===== src/rtl/alu_pkg.sv =====
// Shared ALU definitions: sequencer state encoding and opcode constants.
package alu_pkg;

    typedef enum logic [2:0] {
        ESPERA_A  = 3'd0,
        ESPERA_B  = 3'd1,
        ESPERA_OP = 3'd2,
        EJECUTA   = 3'd3,
        CAPTURA   = 3'd4,
        MUESTRA   = 3'd5
    } estado_t;

    localparam logic [1:0] OP_AND  = 2'd0;
    localparam logic [1:0] OP_OR   = 2'd1;
    localparam logic [1:0] OP_XOR  = 2'd2;
    localparam logic [1:0] OP_SUMA = 2'd3;

    localparam int N_OPS_DEF = 4;

endpackage


===== src/rtl/detector_flanco.sv =====
// Rising-edge pulse generator. History resets to 1 so a level held through reset
// never produces a pulse.
module detector_flanco (
    input  logic clk,
    input  logic rst_n,
    input  logic senal,
    output logic pulso
);

    logic historia;

    always_ff @(posedge clk or negedge rst_n) begin
        if (!rst_n) begin
            historia <= 1'b1;
        end else begin
            historia <= senal;
        end
    end

    assign pulso = senal & ~historia;

endmodule


===== src/rtl/cargador_operandos.sv =====
// Operand-entry sequencer: collects A, B and opcode over three presses, strobes the
// ALU for one cycle, then latches and holds its result until the next press.
module cargador_operandos
    import alu_pkg::*;
#(
    parameter int M     = 4,
    parameter int OPW   = 2,
    parameter int N_OPS = N_OPS_DEF
) (
    input  logic           clk,
    input  logic           rst_n,
    input  logic [M-1:0]   entrada,
    input  logic           cargar,
    input  logic           cancelar,
    output logic [M-1:0]   expresionA,
    output logic [M-1:0]   expresionB,
    output logic [OPW-1:0] operacion,
    output logic           valido,
    input  logic [M-1:0]   resultado_in,
    input  logic           cero_in,
    output logic [M-1:0]   resultado_reg,
    output logic           cero_reg,
    output logic           listo,
    output logic           error_op,
    output logic [2:0]     estado
);

    if (OPW > M) begin : g_opw_check
        $error("cargador_operandos: OPW must not exceed M");
    end

    estado_t state_q, state_d;
    logic    press;
    logic    op_legal;
    logic    carga_a, carga_b, carga_op, rechazo_op, captura, salir, abortar;

    detector_flanco u_flanco_cargar (
        .clk   (clk),
        .rst_n (rst_n),
        .senal (cargar),
        .pulso (press)
    );

    assign op_legal = 32'(entrada[OPW-1:0]) < 32'(N_OPS);

    // cancelar wins over any press; presses in EJECUTA/CAPTURA are simply dropped.
    always_comb begin
        state_d    = state_q;
        carga_a    = 1'b0;
        carga_b    = 1'b0;
        carga_op   = 1'b0;
        rechazo_op = 1'b0;
        captura    = 1'b0;
        salir      = 1'b0;
        abortar    = 1'b0;
        valido     = 1'b0;
        if (cancelar) begin
            abortar = 1'b1;
            state_d = ESPERA_A;
        end else begin
            case (state_q)
                ESPERA_A: if (press) begin
                    carga_a = 1'b1;
                    state_d = ESPERA_B;
                end
                ESPERA_B: if (press) begin
                    carga_b = 1'b1;
                    state_d = ESPERA_OP;
                end
                ESPERA_OP: if (press) begin
                    if (op_legal) begin
                        carga_op = 1'b1;
                        state_d  = EJECUTA;
                    end else begin
                        rechazo_op = 1'b1;
                    end
                end
                EJECUTA: begin
                    valido  = 1'b1;
                    state_d = CAPTURA;
                end
                CAPTURA: begin
                    captura = 1'b1;
                    state_d = MUESTRA;
                end
                MUESTRA: if (press) begin
                    salir   = 1'b1;
                    state_d = ESPERA_A;
                end
                default: state_d = ESPERA_A;
            endcase
        end
    end

    always_ff @(posedge clk or negedge rst_n) begin
        if (!rst_n) begin
            state_q <= ESPERA_A;
        end else begin
            state_q <= state_d;
        end
    end

    always_ff @(posedge clk or negedge rst_n) begin
        if (!rst_n) begin
            expresionA    <= '0;
            expresionB    <= '0;
            operacion     <= '0;
            resultado_reg <= '0;
            cero_reg      <= 1'b0;
            listo         <= 1'b0;
            error_op      <= 1'b0;
        end else begin
            if (carga_a)  expresionA <= entrada;
            if (carga_b)  expresionB <= entrada;
            if (carga_op) operacion  <= entrada[OPW-1:0];
            if (captura) begin
                resultado_reg <= resultado_in;
                cero_reg      <= cero_in;
            end
            if (abortar || carga_a || salir) begin
                listo <= 1'b0;
            end else if (captura) begin
                listo <= 1'b1;
            end
            if (abortar || carga_op) begin
                error_op <= 1'b0;
            end else if (rechazo_op) begin
                error_op <= 1'b1;
            end
        end
    end

    assign estado = state_q;

endmodule

===== config.mk =====
export PLATFORM = sky130hd
export DESIGN_NAME = cargador_operandos
export DESIGN_NICKNAME = d
export VERILOG_FILES = /design/src/rtl/alu_pkg.sv /design/src/rtl/detector_flanco.sv /design/src/rtl/cargador_operandos.sv
export SDC_FILE = /design/constraint.sdc
export NUM_CORES = 1
export LEC_CHECK = 0
export CORE_MARGIN = 1
export CORE_UTILIZATION = 41
export CTS_BUF_LIST = sky130_fd_sc_hd__clkbuf_16
export CTS_CLUSTER_SIZE = 14
export DETAILED_ROUTE_END_ITERATION = 16
export GPL_ROUTABILITY_DRIVEN = 0
export PLACE_DENSITY = 0.77
export SYNTH_ARGS = -nofsm -noshare
export SYNTH_HDL_FRONTEND = slang
export SYNTH_SLANG_ARGS = --single-unit
export TNS_END_PERCENT = 10

===== constraint.sdc =====
create_clock -name clk -period 1.6 [get_ports clk]
set_clock_uncertainty 0.05 [all_clocks]
set_input_delay 0.24 -clock clk [delete_from_list [all_inputs] [get_ports clk]]
set_output_delay 0.24 -clock clk [all_outputs]
set_load 0.01 [all_outputs]

==> results.sh <==
export IMPL_post_route_cell_area_um2=1340
export IMPL_critical_path_class="reg -> out"
export IMPL_finalSetupViolations=0
export IMPL_first_iter_violations=8
export IMPL_cp_max_fo=2
export IMPL_area_after_detailed_placement_um2=1260
export IMPL_hold_viol=0
export IMPL_slowest_stage_delay_on_critical_path_ns=0.37
export IMPL_cts_buffer_depth=2
export IMPL_synth_seq_area_share_pct=59.6
export IMPL_fp_coreArea_um2=1940
export IMPL_detailedPlace_worstSlack_ns=-0.247
export IMPL_layout_drive_gt1_share_pct=36.5
export IMPL_synthesis_area_per_instance_um2=14.0
export IMPL_max_cap_viol_count=0
export IMPL_synth_cell_area_um2=842
export IMPL_post_cts_buffers=0
export IMPL_comb_power_share_pct=26.0
export IMPL_numPortBuffers=32
export IMPL_tns_ns=0
export IMPL_cellInternalPower_mw=1.19
export IMPL_synth_seq_cells=20
export IMPL_startpoint_class_of_the_critical_path="flop"
export IMPL_vias=635
export IMPL_drt_pass1_iter_count=2
export IMPL_drt_wl_total_um=1820
export IMPL_floorplan_initialDensity_pct=43.4
export IMPL_io_pins=34
export IMPL_r2r_cells=4
export IMPL_first_global_vias=636
export IMPL_rows=16
export IMPL_dieWidth_um=47.3
export IMPL_total_switching_power_uw=359
export IMPL_power_leakage_nw=0.603
export IMPL_worst_ir_drop_vdd_uv=837
export IMPL_dieArea_um2=2240
export IMPL_ctsRootBufferMaster="clkbuf_16"
export IMPL_synthesis_nets=73
export IMPL_timing_fmax_mhz=643
export IMPL_worst_setup_hold_path_clk_slew_ns=0.05
export IMPL_synth_warning_count=0
export IMPL_postCtsResizedCells=2
export IMPL_cts_hold_buffers=0
export IMPL_synth_lib_cells_used_distinct=25
export IMPL_timing_hold_worst_class="in -> async"
export IMPL_layout_min_cycle_time_ns=1.56
export IMPL_flop_pwr_share_pct=41.8
export IMPL_design_power_total_mw=1.55
export IMPL_die_height_um=47.3
export IMPL_finish_net_count=118
export IMPL_path_depth=3
export IMPL_crit_family="simple AND/OR/NAND/NOR gates"
export IMPL_cts_htree_levels=1
export IMPL_run_status="completed"
export IMPL_grt_setup_unrepaired="false"
export IMPL_worst_hold_slack_after_final_layout_ns=0.279
export IMPL_detailed_place_hpwl_um=1400
export IMPL_antenna_cells_inserted=0
export IMPL_place_detailed_instances=127
export IMPL_synth_top_family_by_area="multiplexers"
export IMPL_syn_inst=60
export IMPL_finalCoreUtilization_pct=69.2
export IMPL_finalMaxSlewViolations=0
export IMPL_worst_ep_arrival_time_ns=1.27
export IMPL_synth_xor_area_share_pct=0
export IMPL_cp_data_required_time_ns=1.31
export IMPL_post_route_period_util_pct=97.2
export IMPL_via_count_normalized_by_instance_count=4.85
export IMPL_total_buffers_and_inverters_traversed_by_the_critical_path=1
export IMPL_power_frac_clock_pct=32.2
export IMPL_synth_compound_area_share_pct=5.20
export IMPL_global_route_usage_total_pct=19.1
export IMPL_drcViolationCount=0
export IMPL_worstSetupEndpointType="output pin"
export IMPL_post_synth_and_or_nand_nor_area_fraction_pct=11.1
export IMPL_power_density_nw_per_um2=1150
export IMPL_areaGrowthSynthToFinish_pct=59.6
export IMPL_post_synth_fa_ha_maj_area_fraction_pct=0
export IMPL_grt_antenna_before_repair=0
export IMPL_grt_max_degree=21
export IMPL_slowest_stage="dfrtp_1"
export IMPL_cts_tree="yes"
export IMPL_tritoncts_num_sinks=20
export IMPL_grt_pass1_wl_um=2890
export IMPL_drtAntennaViolNets=0
export IMPL_routedWlPerCell_um=13.9
export IMPL_share_of_synthesized_area_spent_on_multiplexers_pct=21.2
export IMPL_clkLatencyLatePin_ns=0.25
export IMPL_finalNonFillerCells=131
export IMPL_switching_share_pct=23.1
export IMPL_final_critical_path_setup_slack_ns=0.0441
export IMPL_crit_chain="and2b_2 -> and3_1 -> clkdlybuf4s15_1"
export IMPL_cts_buffers=3
export IMPL_grt_overflow_total=0
kinds of logic (layout without fill, tap and decap cells):
group | Yosys count | after routing
compound gates | 5 | 5
flops | 20 | 20
buf+inv | 4 | 48
other cells | 1 | 1
mux | 16 | 16
simple gates | 14 | 14
per-layer routing:
| layer | GRT usage [%] | routed length (µm) | vias up |
|---|---|---|---|
| met2 | 33.7 | 958 | 18 |
| met3 | 4.62 | 114 | 0 |
| met1 | 23.0 | 749 | 316 |
| li1 | - | - | 301 |
| met5 | 0 | 0 | - |
| met4 | 5.14 | 0 | 0 |
worst paths after layout:
path	startpoint	to	slack, ns
setup / recovery	estado[2]	valido	0.04
hold / removal	rst_n	expresionA[1]	0.28
setup reg to reg	estado[1]	expresionA[2]	0.12
hold reg to reg	resultado_reg[2]	resultado_reg[2]	0.45
max in group asynchronous	rst_n	u_flanco_cargar.historia	0.95
min in group clk	resultado_reg[2]	resultado_reg[2]	0.45
cell usage after synthesis, drive strengths merged:
| cell type | instances | area share (%) |
|---|---|---|
| conb | 1 | 0.45 |
| a22o | 1 | 1.2 |
| nor3 | 2 | 1.2 |
| and3 | 1 | 0.74 |
| mux2i | 1 | 1.2 |
| nor2b | 1 | 0.74 |
| a211o | 1 | 1.2 |
| o21ba | 1 | 1.2 |
| nor3b | 1 | 0.89 |
| buf | 2 | 1.5 |
| inv | 2 | 0.89 |
| nand3 | 2 | 1.2 |
| a21oi | 1 | 0.59 |
| nor4 | 1 | 2.5 |
| a31o | 1 | 1.0 |
| dfstp | 1 | 3.1 |
| nand4 | 1 | 0.74 |
| mux2 | 15 | 20 |
| nand2 | 1 | 0.45 |
| nand2b | 1 | 0.74 |
| dfrtp | 19 | 56 |
| nor2 | 2 | 0.89 |
| and2b | 1 | 1.0 |
cell type report:
cell class / instances / area (µm²)
fill: 150 / 598
sequential: 20 / 503
timing repair buffer: 42 / 398
multi-input combinational: 36 / 323
clock buffer: 3 / 75.1
tap: 27 / 33.8
inverter: 2 / 7.51
clock inverter: 1 / 3.75
power groups by stage:
stage	combinational, mW	sequential, mW	clock (mW)
5_1_grt	0.434	0.656	0.523
3_5_place_dp	0.405	0.653	0
4_1_cts	0.407	0.648	0.512
6_report	0.403	0.647	0.499
3_3_place_gp	0.395	0.650	0
2_1_floorplan	0.102	0.695	0
placed cells by master, fill, tap and decap left out, types with 2 or more instances in the layout:
master	n
mux2_2	15
nor3_1	2
dfrtp_1	18
inv_1	2
clkbuf_16	3
nand3_1	2
nor2_1	2
clkdlybuf4s50_1	30
buf_4	10
Note: power is estimated with default switching activity, not from simulation.
